===== src/rtl/ice_cream_dispense_ctrl_pkg.sv =====
// Shared types and constants for the ice-cream dispense scheduler.
package ice_cream_dispense_ctrl_pkg;

    typedef enum logic [2:0] {
        ST_IDLE  = 3'd0,
        ST_SCOOP = 3'd1,
        ST_GAP   = 3'd2,
        ST_DONE  = 3'd3,
        ST_FAULT = 3'd4
    } state_t;

    localparam int MAX_BALLS       = 2;
    localparam int BALL_W          = 2;
    localparam int DEFAULT_TIMEOUT = 15;

    function automatic int id_width(input int n);
        return (n > 1) ? $clog2(n) : 1;
    endfunction

    // Ball code 3 is not a legal order; treat it as the maximum.
    function automatic logic [BALL_W-1:0] clamp_balls(input logic [BALL_W-1:0] b);
        return (b > BALL_W'(MAX_BALLS)) ? BALL_W'(MAX_BALLS) : b;
    endfunction

endpackage


===== src/rtl/ice_cream_dispense_ctrl_if.sv =====
// Kiosk order, scoop mechanism and completion signals of the dispense scheduler.
interface ice_cream_dispense_ctrl_if
    import ice_cream_dispense_ctrl_pkg::*;
#(
    parameter int N_KIOSKS = 2
) ();
    localparam int ID_W = id_width(N_KIOSKS);

    logic [N_KIOSKS-1:0]        order_valid;
    logic [BALL_W*N_KIOSKS-1:0] order_balls;
    logic [N_KIOSKS-1:0]        order_ready;
    logic                       scoop_req;
    logic                       scoop_done;
    logic                       served_valid;
    logic [ID_W-1:0]            served_id;
    logic                       busy;
    logic                       fault;
    logic                       fault_clr;

    modport master (
        input  order_valid, order_balls, scoop_done, fault_clr,
        output order_ready, scoop_req, served_valid, served_id, busy, fault
    );

    modport slave (
        output order_valid, order_balls, scoop_done, fault_clr,
        input  order_ready, scoop_req, served_valid, served_id, busy, fault
    );

endinterface


===== src/rtl/ice_cream_rr_arbiter.sv =====
// Round-robin one-hot picker: first requester above ptr, wrapping around.
// Purely combinational; grant is zero when disabled or nothing requests.
module ice_cream_rr_arbiter #(
    parameter int N     = 2,
    parameter int IDX_W = (N > 1) ? $clog2(N) : 1
) (
    input  logic [N-1:0]     req,
    input  logic [IDX_W-1:0] ptr,
    input  logic             enable,
    output logic [N-1:0]     grant,
    output logic [IDX_W-1:0] grant_idx
);

    logic             found;
    logic [IDX_W-1:0] cand;

    always_comb begin
        grant     = '0;
        grant_idx = '0;
        found     = 1'b0;
        cand      = '0;
        for (int off = 1; off <= N; off++) begin
            cand = IDX_W'((int'(ptr) + off) % N);
            if (enable && !found && req[cand]) begin
                found       = 1'b1;
                grant[cand] = 1'b1;
                grant_idx   = cand;
            end
        end
    end

endmodule


===== src/rtl/ice_cream_dispense_ctrl.sv =====
// Round-robin order scheduler driving one shared scoop mechanism (optional stats: ICE_CREAM_STATS_EN).
// Latency: grant -> scoop_req next cycle; served_valid one cycle after the last scoop_done.
// Backpressure: grants only in IDLE; mechanism stalls beyond TIMEOUT cycles raise a sticky fault.
module ice_cream_dispense_ctrl
    import ice_cream_dispense_ctrl_pkg::*;
#(
    parameter int N_KIOSKS = 2,
    parameter int TIMEOUT  = DEFAULT_TIMEOUT
) (
    input  logic                     clk,
    input  logic                     reset,
    ice_cream_dispense_ctrl_if.master bus
`ifdef ICE_CREAM_STATS_EN
    ,
    output logic [15:0]              served_total
`endif
);

    localparam int ID_W  = id_width(N_KIOSKS);
    localparam int TMO_W = $clog2(TIMEOUT + 1);
    localparam logic [TMO_W-1:0] TMO_LAST = TMO_W'(TIMEOUT - 1);
    localparam logic [ID_W-1:0]  PTR_RST  = ID_W'(N_KIOSKS - 1);

    state_t              state;
    logic [ID_W-1:0]     rr_ptr;
    logic [ID_W-1:0]     id_q;
    logic [ID_W-1:0]     gnt_idx;
    logic [ID_W-1:0]     served_id_q;
    logic [N_KIOSKS-1:0] gnt;
    logic [BALL_W-1:0]   remaining;
    logic [BALL_W-1:0]   sel_balls;
    logic [TMO_W-1:0]    tmo_cnt;
    logic                scoop_req_q;
    logic                served_valid_q;
    logic                busy_q;
    logic                fault_q;
    logic                take;

    ice_cream_rr_arbiter #(
        .N     (N_KIOSKS),
        .IDX_W (ID_W)
    ) u_arb (
        .req       (bus.order_valid),
        .ptr       (rr_ptr),
        .enable    (state == ST_IDLE),
        .grant     (gnt),
        .grant_idx (gnt_idx)
    );

    assign take      = |gnt;
    assign sel_balls = clamp_balls(bus.order_balls[int'(gnt_idx)*BALL_W +: BALL_W]);

    assign bus.order_ready  = gnt;
    assign bus.scoop_req    = scoop_req_q;
    assign bus.served_valid = served_valid_q;
    assign bus.served_id    = served_id_q;
    assign bus.busy         = busy_q;
    assign bus.fault        = fault_q;

    always_ff @(posedge clk) begin
        if (reset) begin
            state          <= ST_IDLE;
            rr_ptr         <= PTR_RST;
            id_q           <= '0;
            remaining      <= '0;
            tmo_cnt        <= '0;
            scoop_req_q    <= 1'b0;
            served_valid_q <= 1'b0;
            served_id_q    <= '0;
            busy_q         <= 1'b0;
            fault_q        <= 1'b0;
        end else begin
            served_valid_q <= 1'b0;
            case (state)
                ST_IDLE: begin
                    if (take) begin
                        id_q      <= gnt_idx;
                        rr_ptr    <= gnt_idx;
                        remaining <= sel_balls;
                        tmo_cnt   <= '0;
                        busy_q    <= 1'b1;
                        if (sel_balls != '0) begin
                            state       <= ST_SCOOP;
                            scoop_req_q <= 1'b1;
                        end else begin
                            state          <= ST_DONE;
                            served_valid_q <= 1'b1;
                            served_id_q    <= gnt_idx;
                        end
                    end
                end
                ST_SCOOP: begin
                    // A delivery in the final allowed cycle still counts.
                    if (bus.scoop_done) begin
                        remaining   <= remaining - 1'b1;
                        tmo_cnt     <= '0;
                        scoop_req_q <= 1'b0;
                        if (remaining == BALL_W'(MAX_BALLS)) begin
                            state <= ST_GAP;
                        end else begin
                            state          <= ST_DONE;
                            served_valid_q <= 1'b1;
                            served_id_q    <= id_q;
                        end
                    end else if (tmo_cnt == TMO_LAST) begin
                        state       <= ST_FAULT;
                        scoop_req_q <= 1'b0;
                        fault_q     <= 1'b1;
                    end else begin
                        tmo_cnt <= tmo_cnt + 1'b1;
                    end
                end
                ST_GAP: begin
                    state       <= ST_SCOOP;
                    scoop_req_q <= 1'b1;
                    tmo_cnt     <= '0;
                end
                ST_DONE: begin
                    state  <= ST_IDLE;
                    busy_q <= 1'b0;
                end
                ST_FAULT: begin
                    if (bus.fault_clr) begin
                        state     <= ST_IDLE;
                        fault_q   <= 1'b0;
                        busy_q    <= 1'b0;
                        remaining <= '0;
                        tmo_cnt   <= '0;
                    end
                end
                default: begin
                    state       <= ST_IDLE;
                    scoop_req_q <= 1'b0;
                    busy_q      <= 1'b0;
                end
            endcase
        end
    end

`ifdef ICE_CREAM_STATS_EN
    always_ff @(posedge clk) begin
        if (reset) begin
            served_total <= '0;
        end else if (state == ST_SCOOP && bus.scoop_done && served_total != 16'hFFFF) begin
            served_total <= served_total + 16'd1;
        end
    end

    a_state_legal: assert property (@(posedge clk) disable iff (reset)
        state inside {ST_IDLE, ST_SCOOP, ST_GAP, ST_DONE, ST_FAULT});
    a_req_in_scoop: assert property (@(posedge clk) disable iff (reset)
        bus.scoop_req |-> state == ST_SCOOP);
    a_ready_onehot0: assert property (@(posedge clk) disable iff (reset)
        $onehot0(bus.order_ready));
`endif

endmodule


===== src/flat_wrapper.sv =====
// flat-port wrapper written by rule: the top's interface ports become plain ports
module ice_cream_dispense_ctrl_flat import ice_cream_dispense_ctrl_pkg::*;
#(
    parameter int N_KIOSKS = 2,
    parameter int TIMEOUT  = DEFAULT_TIMEOUT
)
  (clk, reset, bus_order_valid, bus_order_balls, bus_scoop_done, bus_fault_clr, bus_order_ready, bus_scoop_req, bus_served_valid, bus_served_id, bus_busy, bus_fault);
  ice_cream_dispense_ctrl_if #(.N_KIOSKS(N_KIOSKS)) bus_i ();
  input  logic clk;
  input  logic reset;
  input wire logic [$bits(bus_i.order_valid)-1:0] bus_order_valid;
  input wire logic [$bits(bus_i.order_balls)-1:0] bus_order_balls;
  input wire logic [$bits(bus_i.scoop_done)-1:0] bus_scoop_done;
  input wire logic [$bits(bus_i.fault_clr)-1:0] bus_fault_clr;
  output wire logic [$bits(bus_i.order_ready)-1:0] bus_order_ready;
  output wire logic [$bits(bus_i.scoop_req)-1:0] bus_scoop_req;
  output wire logic [$bits(bus_i.served_valid)-1:0] bus_served_valid;
  output wire logic [$bits(bus_i.served_id)-1:0] bus_served_id;
  output wire logic [$bits(bus_i.busy)-1:0] bus_busy;
  output wire logic [$bits(bus_i.fault)-1:0] bus_fault;
  assign bus_i.order_valid = bus_order_valid;
  assign bus_i.order_balls = bus_order_balls;
  assign bus_i.scoop_done = bus_scoop_done;
  assign bus_i.fault_clr = bus_fault_clr;
  assign bus_order_ready = bus_i.order_ready;
  assign bus_scoop_req = bus_i.scoop_req;
  assign bus_served_valid = bus_i.served_valid;
  assign bus_served_id = bus_i.served_id;
  assign bus_busy = bus_i.busy;
  assign bus_fault = bus_i.fault;
  ice_cream_dispense_ctrl #(.N_KIOSKS(N_KIOSKS), .TIMEOUT(TIMEOUT)) u_core (.clk(clk), .reset(reset), .bus(bus_i));
endmodule

===== config.mk =====
export PLATFORM = sky130hd
export DESIGN_NAME = ice_cream_dispense_ctrl_flat
export DESIGN_NICKNAME = d
export VERILOG_FILES = /design/src/rtl/ice_cream_dispense_ctrl_pkg.sv /design/src/rtl/ice_cream_dispense_ctrl_if.sv /design/src/rtl/ice_cream_rr_arbiter.sv /design/src/rtl/ice_cream_dispense_ctrl.sv /design/src/flat_wrapper.sv
export SDC_FILE = /design/constraint.sdc
export NUM_CORES = 1
export LEC_CHECK = 0
export ABC_AREA = 1
export CAP_MARGIN = 10
export CORE_MARGIN = 2
export CORE_UTILIZATION = 30
export DETAILED_ROUTE_END_ITERATION = 10
export GPL_ROUTABILITY_DRIVEN = 0
export PLACE_DENSITY_LB_ADDON = 0.08
export SLEW_MARGIN = 5
export SYNTH_ARGS = -nofsm -noshare
export SYNTH_HDL_FRONTEND = slang
export SYNTH_SLANG_ARGS = --single-unit
export TNS_END_PERCENT = 30

===== constraint.sdc =====
create_clock -name clk -period 3.16 [get_ports clk]
set_input_delay 0.316 -clock clk [delete_from_list [all_inputs] [get_ports clk]]
set_output_delay 0.316 -clock clk [all_outputs]
set_load 0.03 [all_outputs]

; ---- Word-level counts from Yosys, hierarchy flattened
; Cells that the tools add are included.
[word_totals]
out_inout_bits = 7
register_bits = 16
input_bits = 10
wordCells = 113
[classes]
reduce_logical = 23
add_sub_neg = 4
n_bitwise = 3
muxes = 51
magnitude_cmp = 5
n_eq_ne = 16
shifts = 1
[op_table]
columns = operator, n
row1 = 1-bit two-way mux, 26
row2 = 4-bit two-way mux, 4
row3 = 4-bit case mux with 4 select lines, 1
row4 = 4-bit AND reduction, 4
row5 = 2-bit two-way mux, 7
row6 = 3-bit two-way mux, 4
row7 = 3-bit case mux with 4 select lines, 1
row8 = "2-bit inequality test, second input constant", 5
row9 = "3-bit by 2-bit == test with 1-bit output, second input constant", 2
row10 = "2-bit by 1-bit inequality test with 1-bit output, second input constant", 3
row11 = 1-bit case mux with 2 select lines, 3
row12 = 2-bit case mux with 3 select lines, 1
row13 = 3-bit AND reduction, 2
row14 = 2-bit nonzero test, 3
row15 = 2-bit OR reduction, 3
row16 = 1-bit logical AND, 5
row17 = 5-bit AND reduction, 1
row18 = "4-bit by 1-bit adder with 4-bit output, second input constant", 1
row19 = "4-bit == test, second input constant", 1
row20 = "1-bit by 2-bit less-than comparator with 1-bit output, second input constant", 2
row21 = 1-bit case mux with 4 select lines, 1
row22 = 4-bit nonzero test, 1
row23 = 4-bit by 3-bit indexed part select with 2-bit output, 1
row24 = "3-bit by 1-bit == test with 1-bit output, second input constant", 1
row25 = other kinds (16), 20

; ---- Depth between registers and ports, before layout
; Gate-level depths: netlist of run 1.
[logic_depth]
depth_word = 16
ltp_mapped = 10
mapped_depth_nobuf = 10

; ---- Hierarchy
; Synthesis of run 1 repeated with hierarchy kept, for this count alone.
[unflattened]
cells_unflattened = 154
area_unflattened_um2 = 972.2
[modules_own_cells]
columns = mod, n_inst, cells_per_inst, area_per_inst_um2, seq_area_each_um2
row1 = ice_cream_dispense_ctrl, 1, 148, 945.9, 320.3
row2 = ice_cream_rr_arbiter, 1, 6, 26.3, 0.0

; ---- Least setup slack after synthesis of run 1
; No wires, ideal clock.
[synth_path]
path_type = register to register
startpoint = register u_core.state[2]
endpoint = register u_core.served_id_q, in the netlist u_core.bus.served_id
stages_incl_launch_ff = 9
slack_ns = 1.746
period_less_slack_ns = 1.414
arrival_ns = 1.299
setup_ns = 0.115
t_required_ns = 3.045
n_path_buf = 0
path_cell_list = dfxtp_1 > nor2_2 > nand2_2 > nor2_4 > nand2_2 > nand2_4 > nand3_2 > a21oi_1 > nor2_1
[synth_via]
word_cells_on_any_way = 26
cone_classes = order compare (1) / eq/ne (5) / shift (1) / mux (9) / bitwise (1) / reduce/logical (9)
[synth_rtl]
columns = item, line_no
row1 = from (decl), ice_cream_dispense_ctrl.sv:24  ; state_t state;
row2 = from (signal assigned), ice_cream_dispense_ctrl.sv:62  ; state <= ST_IDLE;
row3 = from (signal assigned), ice_cream_dispense_ctrl.sv:83  ; state <= ST_SCOOP;
row4 = from (signal assigned), ice_cream_dispense_ctrl.sv:86  ; state <= ST_DONE;
row5 = 3-bit zero test (*), ice_cream_dispense_ctrl.sv:45  ; .enable (state == ST_IDLE),
row6 = 1-bit logical AND, ice_cream_rr_arbiter.sv:24  ; if (enable && !found && req[cand]) begin
row7 = 1-bit two-way mux, ice_cream_rr_arbiter.sv:24
row8 = 1-bit zero test, ice_cream_rr_arbiter.sv:24
row9 = 1-bit logical AND (2 in a row), ice_cream_rr_arbiter.sv:24
row10 = 2-bit two-way mux (*), ice_cream_rr_arbiter.sv:24
row11 = net bus_order_ready[1], flat_wrapper.sv:15  ; output wire logic [$bits(bus_i.order_ready)-1:0] bus_order_ready;
row12 = 2-bit OR reduction (*), ice_cream_dispense_ctrl.sv:50  ; assign take = |gnt;
row13 = 2-bit by 1-bit inequality test with 1-bit output (no source line) (*), -
row14 = 5-bit AND reduction (no source line) (*), -
row15 = to (signal assigned), ice_cream_dispense_ctrl.sv:88  ; served_id_q <= gnt_idx;
row16 = to (signal assigned), ice_cream_dispense_ctrl.sv:103  ; served_id_q <= id_q;
row17 = to (decl), ice_cream_dispense_ctrl.sv:28  ; logic [ID_W-1:0] served_id_q;
; The timed path passes the listed nets; every way through them passes the cells marked *. The select of a mux whose other input is x is not followed.
; A chain may end at the register's enable or synchronous reset.

; ---- Final worst setup path of run 1
[layout_path]
startpoint = register u_core.state[2]
endpoint = output port bus_order_ready[0]
[layout_via]
elab_chain_cells = 7
word_cells_on_any_way = 9
cone_classes = mux (3) / bitwise (1) / reduce/logical (5)
[layout_lines]
columns = item, line_no
row1 = 3-bit zero test (*), ice_cream_dispense_ctrl.sv:45
row2 = 1-bit logical AND, ice_cream_rr_arbiter.sv:24
row3 = 1-bit two-way mux, ice_cream_rr_arbiter.sv:24
row4 = 1-bit zero test, ice_cream_rr_arbiter.sv:24
row5 = 1-bit logical AND (2 in a row), ice_cream_rr_arbiter.sv:24
row6 = 2-bit two-way mux (*), ice_cream_rr_arbiter.sv:24
row7 = to (decl), flat_wrapper.sv:15
; Mark *: on every way between the ends. The rest lies on a longest branch, timed or not.

==> qor.yml, run 1 <==
status:
  status: "completed"
yosys:
  synth_area_leaders: "dfxtp_1 31%, nand2_1 10%, a21oi_1 7.6%, inv_1 7.5%, nand2_2 5.4%"
  ys_warn_count: 0
  yosysSeqAreaShare_pct: 30.5
  synthesis.area_um2: 1050
  synth_cell_type_count: 24
  syn_inst: 151
  synth_seq_cells: 16
  mappedNetlistNets: 164
  synth_top_area_cell: "dfxtp_1"
  yosysTopAreaCellShare_pct: 30.5
  avgSynthCellArea_um2: 6.94
sta:
  period_share_pct: 67.5
  tightest_slew_ps: 490
  rsz0062_at_grt: "false"
  tns_ps: 0
  final-setup-viol-count: 0
  fin_crit_ps: 2130
  final_hold_viol_count: 0
  clock.fmax_mhz: 469
  final_max_slew_viol_count: 0
  slew_headroom_pct: 67.2
  final.setup_skew_ps: 2.37
clocking:
  cts_setup_buffers: 0
  htreeDepth: 1
  cts_hold_buf: 0
  clkTransAtPathRegs_ps: 100
  clockRootBuffer: "clkbuf_4"
  cts_made_buffers: 3
  cts_tree: "done"
  cts_max_path_buffers: 2
  clock-sinks: 16
  cts-resized-gates: 0
  insertion_delay_ps: 290
setup_path:
  cpPeakStageDelay_ps: 670
  crit_slowest_cell: "clkdlybuf4s50_1"
  critPathKind: "reg2out"
  cp.required_ps: 2840
  worstPathArrival_ps: 1820
  start_kind: "flop"
  end_kind: "output pin"
  path_buf_inv: 1
  crit_fanout: 5
  cp_cell_sequence: "nor2_2, nand2_2, nor2_1, clkdlybuf4s50_1"
  path_delay_family: "buffers and inverters"
routing:
  postRouteAntennaNets: 0
  wl_per_cell_um: 11.0
  drc: 0
  vias: 956
  vias_per_cell: 4.43
  dr.pass1.iters: 4
  drt_wl_total_um: 2380
  drt_iter0_markers: 46
power:
  p_leak_nw: 0.604
  power_density_nw_per_um2: 454
  vdd_drop_max_mv: 0.189
  fin_total_pwr_mw: 0.589
finish:
  area_growth_pct: 23.9
  final_nets: 184
  stdcell_count: 216
  layout_commonest_cell: "nand2_1"
  layout_common_cells: "29 x nand2_1, 21 x inv_1, 16 x a21oi_1, 16 x clkdlybuf4s50_1, 16 x dfxtp_1"
  diodes: 0
  drive_gt1_share_pct: 21.2
hold_path:
  min_path_type: "reg2reg"
die:
  core.rowCount: 21
  die_h_um: 63.1
  die_w_um: 63.1
  num_io_pins: 17
  dieArea_um2: 3980
  coreArea_um2: 3340
  initial_utilization_pct: 31.4
placed_design:
  io_buffer_count: 16
  placed_cells: 212
  dpl.hpwl_um: 1850
global_route:
  antenna_found_initial: 0
  grt_pass1_wl_um: 4330
  grt_overflow: 0
  grt_max_degree: 12
  grt_pass1_vias: 986
  grt.total_usage_pct: 13.7
run:
  drv_cap: 0
-- Yosys cell counts --
library cell / n
nand3_2: 4
o21ai_0: 3
ha_1: 3
a211oi_1: 1
nand4_1: 1
a21oi_1: 16
nor4_1: 1
inv_2: 4
clkbuf_1: 1
nand2_4: 4
nand2_2: 9
nor3_1: 1
o21ai_1: 1
nor2_1: 15
o21ai_2: 2
nor2_4: 3
inv_1: 21
xor2_1: 1
nand3_1: 9
nor2_8: 1
nand2_1: 29
dfxtp_1: 16
o21bai_2: 1
nor2_2: 4
-- worst register-to-register path, delay by kind of cell (launching register included) --
family | cells | cell delay, ps
buffers and inverters | 2 | 150
flip-flops | 1 | 380
AND/OR/NAND/NOR | 7 | 720
AO/OA/AOI/OAI | 1 | 40
-- layer usage --
layer | vias to the layer above | routed length [um] | track usage (%) | share of wire [%]
met4 | 0 | 23 | 5.00 | 0.97
met1 | 432 | 1200 | 17.3 | 51
met2 | 10 | 1080 | 22.9 | 46
met3 | 2 | 69 | 3.04 | 2.9
met5 | - | 0 | 0 | 0
li1 | 512 | - | - | -
-- worst paths after layout --
path	start	slack, ps	cells after the start	to
setup / recovery	u_core.state[2]	1030	4	bus_order_ready[0]
hold / removal	u_core.id_q	470	2	u_core.id_q
setup reg to reg	u_core.state[2]	1770	10	u_core.remaining[0]
hold reg to reg	u_core.id_q	470	2	u_core.id_q
-- power breakdown --
group	internal [mW]	switching, mW	total (mW)	leakage, nW
registers	0.222	0.0157	0.238	0.132
logic	0.0805	0.130	0.211	0.452
clock network	0.0701	0.0708	0.141	0.0210
total	0.373	0.217	0.589	0.604
-- state kept, by name (all words and copies together) (netlist names) --
signal and flops:
u_core.bus.busy 1, u_core.bus.fault 1, u_core.bus.scoop_req 1, u_core.bus.served_id 1, u_core.bus.served_valid 1, u_core.id_q 1, u_core.remaining 2, u_core.rr_ptr 1
u_core.state 3, u_core.tmo_cnt 4
-- cell families after synthesis --
group,after synthesis,synth area share (%)
adder cells (fa/ha/maj),3,3.58
AO/OA/AOI/OAI,24,13.0
flip-flops,16,30.5
buffers and inverters,26,9.31
AND/OR/NAND/NOR,81,42.7
XOR/XNOR,1,0.835
-- metrics by stage --
stage / instance area, um2 / worst slack (ps) / hold WS, ps / utilization [%]
final: 1300 / 1030 / 473 / 38.9
after global placement: 1260 / 1080 / 456 / 37.8
after CTS: 1300 / 996 / 479 / 38.9
after global routing: 1300 / 918 / 507 / 38.9
after detailed placement: 1260 / 1080 / 465 / 37.8
after floorplan: 1050 / 1750 / 412 / -
-- area by class of cell --
class                   instances  area (um2)
fillers                       376        2040
multi-input cells             109         631
flip-flops and latches         16         320
repair buffers                 16         160
inverters                      25        93.8
well taps                      46        57.6
clock buffers                   4        36.3
(Power assumes the default switching activity.)
==> run 2: changes to the inputs <==
clock period = 1.71 ns   (was 3.16 ns; I/O delays follow)
==> qor.yml, run 2 (same netlist as run 1, synthesis figures left out) <==
status:
  status: "completed"
clocking:
  cts_tree: "done"
  cts_made_buffers: 3
  clock-sinks: 16
  cts_hold_buf: 0
  htreeDepth: 1
  cts_max_path_buffers: 2
  clockRootBuffer: "clkbuf_4"
  cts-resized-gates: 0
  cts_setup_buffers: 0
  clkTransAtPathRegs_ps: 110
  insertion_delay_ps: 300
power:
  vdd_drop_max_mv: 0.412
  power_density_nw_per_um2: 844
  fin_total_pwr_mw: 1.10
  p_leak_nw: 0.612
hold_path:
  whs_path_depth: 2
  min_to: "u_core.bus.fault"
  min_path_type: "in2reg"
  hold_start: "bus_fault_clr"
finish:
  drive_gt1_share_pct: 22.8
  fin_area_um2: 1300
  stdcell_count: 217
  final_util_pct: 39.0
  layout_common_cells: "29 x nand2_1, 21 x inv_1, 16 x a21oi_1, 16 x dfxtp_1, 15 x nor2_1"
  diodes: 0
  area_growth_pct: 24.1
  layout_commonest_cell: "nand2_1"
  regMostFlops: "u_core.tmo_cnt"
  final_nets: 185
  largest_reg_flops: 4
  largestRegisters: "u_core.tmo_cnt x4, u_core.state x3, u_core.remaining x2"
die:
  initial_utilization_pct: 31.4
  die_w_um: 63.1
  num_io_pins: 17
  core.rowCount: 21
  dieArea_um2: 3980
  coreArea_um2: 3340
  die_h_um: 63.1
setup_path:
  cpPeakStageDelay_ps: 680
  reg2reg_depth: 6
  cp.required_ps: 1540
  worstPathArrival_ps: 1340
  end_kind: "output pin"
  path_buf_inv: 1
  r2r_slack_ps: 300
  worst_r2r_endpoint: "u_core.bus.served_id"
  path_delay_family: "buffers and inverters"
  cp_cell_sequence: "clkdlybuf4s50_1"
  r2r-start: "u_core.state[2]"
  critPathKind: "reg2out"
  crit_slowest_cell: "clkdlybuf4s50_1"
  start_kind: "flop"
  crit_fanout: 2
routing:
  drt_iter0_markers: 36
  drc: 0
  vias: 962
  dr.pass1.iters: 4
  vias_per_cell: 4.43
  wl_per_cell_um: 11.0
  drt_wl_total_um: 2390
  postRouteAntennaNets: 0
sta:
  fin_crit_ps: 1510
  setup_slack_ps: 196
  rsz0062_at_grt: "false"
  final_hold_viol_count: 0
  holdWs_ps: 453
  final-setup-viol-count: 0
  tightest_slew_ps: 309
  final_max_slew_viol_count: 0
  final.setup_skew_ps: 7.54
  clock.fmax_mhz: 660
  period_share_pct: 88.5
  slew_headroom_pct: 79.4
  tns_ps: 0
global_route:
  grt_overflow: 0
  grt_pass1_wl_um: 4300
  antenna_found_initial: 0
  grt_pass1_vias: 951
  grt_max_degree: 11
  grt.total_usage_pct: 13.6
placed_design:
  placed_cells: 213
  dp_slack_ps: 81.1
  dpl_cell_area_um2: 1260
  io_buffer_count: 16
  dpl.hpwl_um: 1900
run:
  drv_cap: 0
-- run 2: changes by cell type in the layout (fill, tap and decap cells not counted), sizes merged --
cell and delta:
clkdlybuf4s50 -2, buf +3
-- run 2: per-layer routing --
metal  track usage, %  vias to the layer above  part of all wire [%]
met5                0                        -                     0
met4             4.17                        0                   1.3
met3             2.86                        4                   3.4
met2             22.6                       14                    46
met1             17.6                      427                    49
li1                 -                      517                     -
-- run 2: layout make-up --
cell class / count / area [um2]
Timing Repair Buffer: 17 / 163
Multi-Input combinational cell: 109 / 631
Clock buffer: 4 / 36.3
Sequential cell: 16 / 320
Inverter: 25 / 93.8
Tap cell: 46 / 57.6
Fill cell: 384 / 2040
-- run 2: how the worst max path moves through the flow --
stage	start	to	slack, ps	cells past startpoint
finish	u_core.bus.busy	bus_busy	200	1
global route	u_core.state[2]	bus_order_ready[0]	110	4
CTS	u_core.bus.busy	bus_busy	190	1
detailed placement	bus_order_valid[0]	u_core.bus.served_id	80	10
global placement	bus_order_valid[0]	u_core.bus.served_id	120	10
floorplan	u_core.state[2]	u_core.bus.served_id	300	8
-- run 2: power by group --
group	switching, mW	internal [mW]
logic	0.240	0.148
registers	0.0293	0.410
clock network	0.141	0.130
total	0.411	0.688
==> patch: new RTL, settings of run 2 <==
`N_KIOSKS` is set to 2 in 3 places; all go to 4.
--- a/src/rtl/ice_cream_dispense_ctrl_if.sv
+++ b/src/rtl/ice_cream_dispense_ctrl_if.sv
@@ -2,7 +2,7 @@
 interface ice_cream_dispense_ctrl_if
     import ice_cream_dispense_ctrl_pkg::*;
 #(
-    parameter int N_KIOSKS = 2
+    parameter int N_KIOSKS = 4
 ) ();
     localparam int ID_W = id_width(N_KIOSKS);
 
--- a/src/rtl/ice_cream_dispense_ctrl.sv
+++ b/src/rtl/ice_cream_dispense_ctrl.sv
@@ -4,7 +4,7 @@
 module ice_cream_dispense_ctrl
     import ice_cream_dispense_ctrl_pkg::*;
 #(
-    parameter int N_KIOSKS = 2,
+    parameter int N_KIOSKS = 4,
     parameter int TIMEOUT  = DEFAULT_TIMEOUT
 ) (
     input  logic                     clk,
--- a/src/flat_wrapper.sv
+++ b/src/flat_wrapper.sv
@@ -1,7 +1,7 @@
 // flat-port wrapper written by rule: the top's interface ports become plain ports
 module ice_cream_dispense_ctrl_flat import ice_cream_dispense_ctrl_pkg::*;
 #(
-    parameter int N_KIOSKS = 2,
+    parameter int N_KIOSKS = 4,
     parameter int TIMEOUT  = DEFAULT_TIMEOUT
 )
   (clk, reset, bus_order_valid, bus_order_balls, bus_scoop_done, bus_fault_clr, bus_order_ready, bus_scoop_req, bus_served_valid, bus_served_id, bus_busy, bus_fault);
Ports: changed (resized bus_order_balls, bus_order_ready, bus_order_valid and bus_served_id); port bits go from 17 to 26. No check against the original RTL was run, so the function may have changed too.
==> patch against run 2 <==
- the flow now finishes with violations (negative setup slack)
- core utilization increased by 12 points
- register-to-register slack lost 0.78 ns
- worst setup slack got worse by 0.68 ns
- routed wire length is 89% higher
- sequential cell count up 3
- clock skew is 0.0033 ns lower
- design area is 84% higher
- area after synthesis increased by 39%
- synthesized cell count increased by 58%
- hold slack better by 0.015 ns
- largest cell class unchanged
Power is left out: the tool's default activity adds up to more than one toggle a clock period on the data nets, which glitch-free logic cannot reach.
==> patch: results <==
{
  "n_antenna_cell": 0,
  "violations": "negative setup slack",
  "reg2reg_to": "u_core.bus.served_id[0]",
  "largestRegisters": "u_core.tmo_cnt: 4 flops, u_core.state: 3 flops",
  "path_max_fanout": 6,
  "worstHoldEndpoint": "u_core.remaining[1]",
  "hold_start": "u_core.remaining[1]",
  "final-setup-viol-count": 21,
  "async_reset_ff_frac": 0,
  "fin_nets": 337,
  "grt_use_total": 0.161,
  "slowest_stage": "dfxtp_4",
  "clock_latency_ns": 0.25,
  "slowest_delay_ns": 0.36,
  "wire_per_inst_um": 12.3,
  "seq_area_frac_synth": 0.261,
  "finalWorstSetupSlack_ns": -0.480,
  "hold_depth": 2,
  "worstPathArrival_ns": 2.35,
  "r2r_cells": 16,
  "synth.distinct_cells": 24,
  "yosys-top-cells-area": "dfxtp_1 26%, nand2_1 18%, nand3_1 11%, inv_1 8.5%, nor2_1 6.7%",
  "ys.flop_type": "dfxtp_1",
  "r2r_start": "u_core.rr_ptr[0]",
  "syn-num-nets": 262,
  "hpwl_um": 3280,
  "drt_iter0_drc": 72,
  "route.vias.total": 1729,
  "grt_max_degree": 11,
  "grt_pass1_wl_um": 6930,
  "portBuffers": 25,
  "grt_pass1_vias": 1492,
  "tns_ns": -9.06,
  "fill_cells": 488,
  "fin_skew_ns": 0.00425,
  "worst_pin_slew_ns": 0.540,
  "numCtsBuffers": 3,
  "yosys-top-cells-count": "68 x nand2_1, 33 x inv_1, 32 x nand3_1",
  "clk_path_buf_depth": 2,
  "drive_gt1_frac": 0.358,
  "hold_class": "reg2reg",
  "yosys_warnings": 0,
  "drt-pass1-iter-count": 4,
  "clkSlewWorstSetupHoldPaths_ns": 0.07,
  "root_buffer": "clkbuf_8",
  "antenna_found_initial": 0,
  "status": "complete, but fails checks",
  "path_delay_family": "simple AND/OR/NAND/NOR gates",
  "h-tree-depth": 1
}
==> patch: cell types whose count changed after synthesis, moves of 3 or more <==
cell     change
nand2_1     +39
nand3_1     +23
inv_1       +12
nor2_1      +11
ha_1         +4
nand2_4      -4
dfxtp_1      +3
nand4_1      +3
==> patch: stage by stage <==
| step | area, sq um | hold WS [ns] | std cells | setup WS, ns |
|---|---|---|---|---|
| after global routing | 2390 | 0.508 | 367 | -0.640 |
| after global placement | 2060 | 0.456 | 351 | -0.571 |
| final | 2390 | 0.468 | 367 | -0.480 |
| after CTS | 2220 | 0.474 | 360 | -0.517 |
| after detailed placement | 2060 | 0.460 | 351 | -0.577 |
| after floorplan | 1500 | 0.240 | 239 | -0.548 |
==> patch: worst max path at each step <==
stage	startpoint	endpoint	slack, ns	cells after the start
2_1_floorplan	u_core.rr_ptr[0]	u_core.remaining[0]	-0.55	17
3_3_place_gp	bus_order_valid[0]	u_core.bus.served_id[1]	-0.57	17
3_5_place_dp	bus_order_valid[2]	u_core.bus.served_id[1]	-0.58	17
4_1_cts	u_core.rr_ptr[0]	u_core.bus.served_id[1]	-0.52	18
5_1_grt	u_core.rr_ptr[0]	u_core.bus.served_id[0]	-0.64	18
6_report	u_core.rr_ptr[0]	u_core.bus.served_id[0]	-0.48	16
==> patch: per-layer routing <==
layer,wire length [um],global-route usage,up-vias
met5,0,0,-
met2,2070,0.254,27
met1,2280,0.236,780
li1,-,-,920
met4,13,0.0182,0
met3,154,0.0274,2
==> patch: timing repair <==
action                     in CTS  in global routing
buffers inserted                5                  6
cloned                          0                  1
setup endpoints to repair      22                 23
pin swaps                      18                 22
gates resized for setup        18                 35
==> patch: kinds of logic after synthesis <==
kind of cell	share of synthesized area
and+or+nand+nor	0.496
buffers and inverters	0.0927
AOI/OAI and AO/OA	0.0901
DFF	0.261
adders and majority gates	0.0601
==> patch: area by class of cell <==
type / count / area share
Clock buffer: 4 / 0.0189
Timing Repair Buffer: 70 / 0.248
Sequential cell: 19 / 0.161
Multi-Input combinational cell: 184 / 0.479
Timing Repair inverter: 1 / 0.00262
Tap cell: 54 / 0.0283
Inverter: 35 / 0.0613
==> patch: tightest hold or removal path, cell delays in order (launching register included) <==
cell,delay [ns]
dfxtp_1,0.31
nand2_1,0.06
a21oi_1,0.05
